$ cat src/rtl/touch_pkg.sv
// touch_pkg: command bytes, screen size, sampler states and raw sample type
package touch_pkg;
   localparam logic [7:0] CMD_X  = 8'hD0;
   localparam logic [7:0] CMD_Y  = 8'h90;
   localparam logic [7:0] CMD_Z1 = 8'hB0;
   localparam int SCREEN_W = 320;
   localparam int SCREEN_H = 240;
   typedef enum logic [2:0] {IDLE, CMD, READ, GAP, SCALE} state_t;
   typedef logic [11:0] raw_t;
endpackage

$ cat src/rtl/spi_xfer24.sv
// spi_xfer24: one mode-0 SPI transfer of 24 SCLK periods (8-bit command out, 16 bits in, 12-bit result)
module spi_xfer24
   import touch_pkg::*;
#(
   parameter int CLK_DIV = 8
) (
   input  logic       clk,
   input  logic       rst_n,
   input  logic       start,
   input  logic [7:0] cmd,
   input  logic       miso,
   output logic       sclk,
   output logic       mosi,
   output logic       cs_n,
   output logic       reading,
   output logic       done,
   output raw_t       result
);
   localparam int DW = $clog2(CLK_DIV);
   localparam logic [DW-1:0] DIV_LAST = DW'(CLK_DIV - 1);
   logic          active;
   logic [DW-1:0] div;
   logic [5:0]    half;
   logic [7:0]    tx;
   logic [14:0]   rx;
   assign reading = active && (half >= 6'd16);
   // even halves hold SCLK low and odd halves high; half 48 is the trailing low half before CS rises
   always_ff @(posedge clk or negedge rst_n) begin
      if (!rst_n) begin
         active <= 1'b0;
         cs_n   <= 1'b1;
         sclk   <= 1'b0;
         mosi   <= 1'b0;
         div    <= '0;
         half   <= '0;
         tx     <= '0;
         rx     <= '0;
         done   <= 1'b0;
         result <= '0;
      end else begin
         done <= 1'b0;
         if (!active) begin
            if (start) begin
               active <= 1'b1;
               cs_n   <= 1'b0;
               mosi   <= cmd[7];
               tx     <= {cmd[6:0], 1'b0};
               div    <= '0;
               half   <= '0;
            end
         end else if (div != DIV_LAST) begin
            div <= div + 1'b1;
         end else begin
            div <= '0;
            if (half == 6'd48) begin
               active <= 1'b0;
               cs_n   <= 1'b1;
               done   <= 1'b1;
               result <= rx[14:3];
            end else begin
               half <= half + 6'd1;
               sclk <= ~half[0];
               if (!half[0]) begin
                  rx <= {rx[13:0], miso};
               end else begin
                  mosi <= tx[7];
                  tx   <= {tx[6:0], 1'b0};
               end
            end
         end
      end
   end
endmodule

$ cat src/rtl/touch_sampler.sv
// touch_sampler: periodic XPT2046 X/Y/Z1 reads scaled to 320x240 screen coordinates with touch detect
module touch_sampler
   import touch_pkg::*;
#(
   parameter int          CLK_DIV       = 8,
   parameter int          SAMPLE_PERIOD = 100000,
   parameter logic [11:0] Z_THRESH      = 12'h040
) (
   input  logic       clk_in,
   input  logic       rst_in_n,
   input  logic       enable_in,
   input  logic       spi_miso_in,
   output logic       spi_sclk_out,
   output logic       spi_mosi_out,
   output logic       spi_cs_n_out,
   output logic [8:0] x_out,
   output logic [7:0] y_out,
   output logic       touch_out,
   output logic       valid_out,
   output logic       busy_out
);
   localparam int TW = $clog2(SAMPLE_PERIOD);
   localparam int GW = $clog2(CLK_DIV);
   state_t        state, state_nx;
   logic [TW-1:0] timer;
   logic [GW-1:0] gap;
   logic [1:0]    ch;
   raw_t          raw_x, raw_y, raw_z, result;
   logic          start, reading, done, wrap, gap_end, touched;
   logic [7:0]    cmd;
   assign wrap     = timer == TW'(SAMPLE_PERIOD - 1);
   assign gap_end  = gap == GW'(CLK_DIV - 2);
   assign touched  = raw_z >= Z_THRESH;
   assign busy_out = state != IDLE;
   spi_xfer24 #(.CLK_DIV(CLK_DIV)) u_xfer (
      .clk     (clk_in),
      .rst_n   (rst_in_n),
      .start   (start),
      .cmd     (cmd),
      .miso    (spi_miso_in),
      .sclk    (spi_sclk_out),
      .mosi    (spi_mosi_out),
      .cs_n    (spi_cs_n_out),
      .reading (reading),
      .done    (done),
      .result  (result)
   );
   // channel sequencing: GAP ends one cycle early so CS stays high exactly CLK_DIV cycles
   always_comb begin
      state_nx = state;
      start    = 1'b0;
      cmd      = CMD_X;
      case (state)
         IDLE: if (wrap && enable_in) begin
            state_nx = CMD;
            start    = 1'b1;
         end
         CMD: if (reading) state_nx = READ;
         READ: if (done) state_nx = GAP;
         GAP: if (gap_end) begin
            state_nx = (ch == 2'd2) ? SCALE : CMD;
            start    = ch != 2'd2;
            cmd      = (ch == 2'd0) ? CMD_Y : CMD_Z1;
         end
         SCALE: state_nx = IDLE;
         default: state_nx = IDLE;
      endcase
   end
   // period timer, raw capture and scaled output registers
   always_ff @(posedge clk_in or negedge rst_in_n) begin
      if (!rst_in_n) begin
         state     <= IDLE;
         timer     <= '0;
         gap       <= '0;
         ch        <= '0;
         raw_x     <= '0;
         raw_y     <= '0;
         raw_z     <= '0;
         x_out     <= '0;
         y_out     <= '0;
         touch_out <= 1'b0;
         valid_out <= 1'b0;
      end else begin
         state     <= state_nx;
         timer     <= wrap ? '0 : timer + 1'b1;
         gap       <= (state == GAP) ? gap + 1'b1 : '0;
         valid_out <= state == SCALE;
         if (start) ch <= (state == IDLE) ? 2'd0 : ch + 2'd1;
         if (done) begin
            if (ch == 2'd0) raw_x <= result;
            if (ch == 2'd1) raw_y <= result;
            if (ch == 2'd2) raw_z <= result;
         end
         if (state == SCALE) begin
            touch_out <= touched;
            if (touched) begin
               x_out <= 9'((21'(raw_x) * 21'(SCREEN_W)) >> 12);
               y_out <= 8'((20'(raw_y) * 20'(SCREEN_H)) >> 12);
            end
         end
      end
   end
endmodule

$ cat config.mk
export PLATFORM = sky130hd
export DESIGN_NAME = touch_sampler
export DESIGN_NICKNAME = d
export VERILOG_FILES = /design/src/rtl/touch_pkg.sv /design/src/rtl/spi_xfer24.sv /design/src/rtl/touch_sampler.sv
export SDC_FILE = /design/constraint.sdc
export NUM_CORES = 1
export LEC_CHECK = 0
export ABC_AREA = 1
export BUFFER_PORTS_ARGS = -buffer_cell sky130_fd_sc_hd__buf_2
export CORE_MARGIN = 10
export CORE_UTILIZATION = 49
export CTS_CLUSTER_DIAMETER = 150
export DETAILED_ROUTE_END_ITERATION = 10
export GPL_TIMING_DRIVEN = 0
export PLACE_DENSITY = 0.63
export SETUP_SLACK_MARGIN = 0.02
export SLEW_MARGIN = 20
export SYNTH_ARGS = -nofsm -noshare
export SYNTH_HDL_FRONTEND = slang
export SYNTH_SLANG_ARGS = --single-unit
export TNS_END_PERCENT = 5
$ cat constraint.sdc
create_clock -name clk_in -period 4 [get_ports clk_in]
set_clock_uncertainty 0.05 [all_clocks]
set_input_delay 0.8 -clock clk_in [delete_from_list [all_inputs] [get_ports clk_in]]
set_output_delay 0.8 -clock clk_in [all_outputs]
set_load 0.05 [all_outputs]
After elaboration in Yosys (flattened, before gate mapping)
Index checks and enable logic that the tools add are counted.

cells by class
  reduce and logical (&&, ||, !) cells = 17
  multiplexer cells = 43
  multiply operators = 2
  equality and inequality tests = 19
  bitwise gates (word level) = 3
  add/subtract/negate cells = 5
  $lt $le $gt $ge = 2

operators with widths
  kind                                                                     count
  8-bit two-way mux                                                        5
  6-bit two-way mux                                                        5
  3-bit two-way mux                                                        9
  1-bit two-way mux                                                        18
  17-bit by 1-bit adder with 17-bit output (second input constant)         1
  17-bit equality test (second input constant)                             1
  17-bit two-way mux                                                       1
  12-bit by 4-bit multiplier with 16-bit output (second input constant)    1
  2-bit != test (second input constant)                                    8
  12-bit by 3-bit multiplier with 15-bit output (second input constant)    1
  7-bit two-way mux                                                        2
  12-bit by 7-bit >= comparator with 1-bit output (second input constant)  1
  3-bit case mux with 4 select lines                                       1
  3-bit AND reduction                                                      4
  4-bit AND reduction                                                      3
  2-bit AND reduction                                                      4
  3-bit by 1-bit adder with 3-bit output (second input constant)           2
  6-bit by 1-bit adder with 6-bit output (second input constant)           1
  3-bit by 2-bit equality test with 1-bit output (second input constant)   2
  3-bit equality test (second input constant)                              2
  6-bit equality test (second input constant)                              1
  6-bit by 5-bit >= comparator with 1-bit output (second input constant)   1
  3-bit by 1-bit equality test with 1-bit output (second input constant)   1
  3-bit zero test                                                          1
  other kinds (12)                                                         15

word-level totals
  logic and storage cells = 112
  bits in registers = 129
  output and inout bits = 23

Longest topological paths before layout
  word-level depth = 6
  mapped depth = 14
  depth with buffers taken out = 14

By module
A second synthesis with hierarchy kept.

unflattened totals
  cells, all modules = 891
  area, all modules = 7,208.2 sq um

by module, submodules not included
  module         area an instance (sq um)  sequential area each (sq um)  instances  cells an instance
  touch_sampler  4,999.8                   1,851.8                       1          641
  spi_xfer24     2,208.4                   1,202.4                       1          250

Worst setup path before layout
No wires, ideal clock.

  kind = reg-to-reg
  start point = register raw_y[9]
  end point = register y_out[3]
  path buffers = 0
  data required time = 3.832 ns
  setup slack = 1.148 ns
  clock period less this slack = 2.852 ns
  arrival = 2.684 ns
  cell stages (with the launch flop) = 15
  cells stage by stage = dfrtp_1 > inv_1 > fa_1 > fa_1 > inv_1 > ha_1 > nand2_1 > inv_1 > nand2_1 > nand2_1 > inv_1 > nand3_1 > or2_2 > nand3_1 > nand2_1

on the way
  longest elaborated chain between the ends = 1

ends and longest elaborated chain
  what                                           RTL line             RTL
  start, declared                                touch_sampler.sv:28  raw_t raw_x, raw_y, raw_z, result;
  start signal, assigned                         touch_sampler.sv:91  if (ch == 2'd1) raw_y <= result;
  12-bit by 4-bit multiplier with 16-bit output  touch_sampler.sv:98  y_out <= 8'((20'(raw_y) * 20'(SCREEN_H)) >> 12);
  end signal, assigned                           touch_sampler.sv:98
  end, declared                                  touch_sampler.sv:17  output logic [7:0] y_out,

No other way between the ends.
A chain may end at the register's enable or synchronous reset.

Worst setup path after layout
  start point = register raw_y[10]
  end point = register y_out[7]

Same word-level chain as after synthesis.

==> flow_summary.toml <==
[critical_path]
crit_fanout = 6
crit_path_end_kind = "flop"
start_kind = "flop"
r2r_start = "raw_y[10]"
critical_path_required_ps = 4250
critPathLaunch = "raw_y[10]"
r2r_end = "y_out[7]"
endpoint = "y_out[7]"
reg2reg_slack_ps = 800
rr_worst_depth = 13
crit_arrival_ps = 3450
crit_type = "flop to flop"

[power]
power_leakage_nw = 4.034
power_frac_seq = 0.461
p_int_w = 0.002051
p_sw_frac = 0.2115
ir_drop_v = 0.0003101
p_comb_frac = 0.011
p_per_area_nw_per_um2 = 333.7
p_sw_w = 0.0005501
power_frac_clock = 0.528
finalPower_w = 0.002601

[synth]
synth_edf_count = 0
synthTopCellsByArea = "dfrtp_1, nand2_1, ha_1"
syn_avg_cell_area_um2 = 8.749
synth_cell_types = 50
synthesis.nets = 856
synth.most_common_cell = "nand2_1"
synth_flop_cell = "dfrtp_1"
synth_top_area_share = 0.4263
synthesis.area_um2 = 6868
async_reset_ff_frac = 1.000
yosys.area.top_type = "dfrtp_1"
netlist_instances = 785
ys_ff_latch = 118
synthTopCellsByCount = "nand2_1, dfrtp_1, inv_1, o21ai_0, nor2_1"
ys_seq_area_frac = 0.4301
yosys_warnings = 0

[timing]
hold_viol = 0
max_freq_mhz = 312.6
finalMaxSlewViolations = 0
tightest_slew_ps = 578.7
relSlewSlack = 0.6106
finalCriticalPeriod_ps = 3199
min_period_over_period = 0.7997
whs_ps = 294.8
finalSetupViolCount = 0
rsz0062_at_grt = "no"
final.setup.tns_ps = 0

[place]
io_buffer_count = 26
gp_congestion = 0.9131
place.detailed.hpwl_um = 10320
place_area_um2 = 7257

[cells_and_area]
drive_above_1_share = 0.1364
antennaDiodeCount = 0
area_growth_pct = 13.50
final_area_um2 = 7795
fin_nets = 902

[clocking]
cts_htree_levels = 4
cts.repair.resized = 0
numCtsBuffers = 17
cts_tree = "done"
cts_buffer_depth = 2
clk_pin_slew_ps = 50
postCtsSetupBuffers = 0
cts_num_sinks = 118
clock_latency_ps = 410
root_buffer = "clkbuf_16"
cts_hold_buf = 0

[status]
outcome = "finished, final reports clean"

[floorplanning]
die_w_um = 138.4
rows = 43
die_area_um2 = 19150
coreArea_um2 = 13830
io_pins = 27
start_util = 0.4967
die_y_um = 138.4

[route]
finalWirelength_um = 13630
drtPass1Iterations = 5
drc = 0
routedWlPerCell_um = 13.32
drtIter0Drc = 177
vias_per_cell = 5.040
vias = 5156
ant_nets = 0

[worst_hold_path]
min_path_type = "primary input to asynchronous set/reset pin"

[grt]
grt_use_total = 0.1475
grt_pass1_vias = 5139
gr-total-overflow = 0
grt_max_degree = 62
antenna_found_initial = 0
grt_pass1_wl_um = 23810

[run]
cap_violations = 0
-- layout make-up --
cell class	instances	area, um2
repair buffers	27	163.9
clock inverters	8	50.05
clock buffers	23	488.0
fillers	1241	6032
multi-input cells	536	3396
well taps	180	225.2
inverters	119	452.9
plain buffers	12	65.06
flip-flops and latches	118	2954
-- cell usage in the layout, fill, tap and decap left out, types with 9 or more instances in the layout --
master,count
a21oi_1,24
xor2_1,11
clkbuf_16,17
nand2_1,179
nor3_1,16
mux2_2,9
inv_1,112
nand3_1,41
o21ai_0,64
fa_1,20
dfrtp_1,117
nor2_1,49
buf_2,29
ha_1,47
-- registers in the layout, indices dropped and copies added, names as in the netlist, 2 cells and up --
signal         cells
raw_z              6
u_xfer.rx         15
raw_y             12
raw_x             12
x_out              9
u_xfer.tx          3
state              3
u_xfer.div         3
u_xfer.result     12
gap                3
u_xfer.half        6
y_out              8
ch                 2
timer             17
-- worst min-delay path by stage --
stage | to | from | cells after the start | slack [ps]
2_1_floorplan | gap[0] | gap[0] | 1 | 380
3_3_place_gp | gap[0] | gap[0] | 1 | 390
3_5_place_dp | timer[0] | timer[0] | 1 | 400
4_1_cts | x_out[1] | rst_in_n | 1 | 310
5_1_grt | x_out[1] | rst_in_n | 1 | 340
6_report | x_out[0] | rst_in_n | 1 | 290
-- layer usage --
metal / global-route usage / up-vias / part of all wire
met5: 0 / - / 0
met4: 0.05605 / 0 / 0.012
met3: 0.03767 / 11 / 0.031
met2: 0.2470 / 65 / 0.49
met1: 0.1783 / 2458 / 0.47
li1: - / 2622 / -
-- metrics by stage --
step                worst slack [ps]  utilization  std cells
floorplan                       1148            -        785
global placement               666.1       0.5224        991
detailed placement             801.8       0.5248        992
CTS                            787.7       0.5638       1023
global route                   603.5       0.5638       1023
finish                         801.1       0.5638       1023
-- worst max-delay path, stage by stage, from the launching register on --
cell     delay, ps
dfrtp_1        430
inv_1          210
fa_1           470
fa_1           510
inv_1           40
ha_1           380
nand2_1        140
nor3_1         320
and2_1         190
nand2_1        110
nand2_1         90
nand2_1         50
nand3_1         60
nand2_1         50
-- cell families after synthesis --
family	Yosys count	share of synthesized area
flip-flops	118	0.4301
AND/OR/NAND/NOR	333	0.2241
buffers and inverters	131	0.07542
XOR/XNOR	14	0.01785
multiplexers	14	0.02496
AO/OA/AOI/OAI	108	0.08362
adder cells (fa/ha/maj)	67	0.1439
-- power by group through the flow --
stage | combinational, W | clock, W | sequential, W
global route | 0.0000359 | 0.00146 | 0.00120
detailed placement | 0.0000321 | 0 | 0.00122
CTS | 0.0000322 | 0.00141 | 0.00120
global placement | 0.0000273 | 0 | 0.00122
floorplan | 0.00000209 | 0 | 0.00122
finish | 0.0000299 | 0.00137 | 0.00120
(Power assumes the default switching activity.)
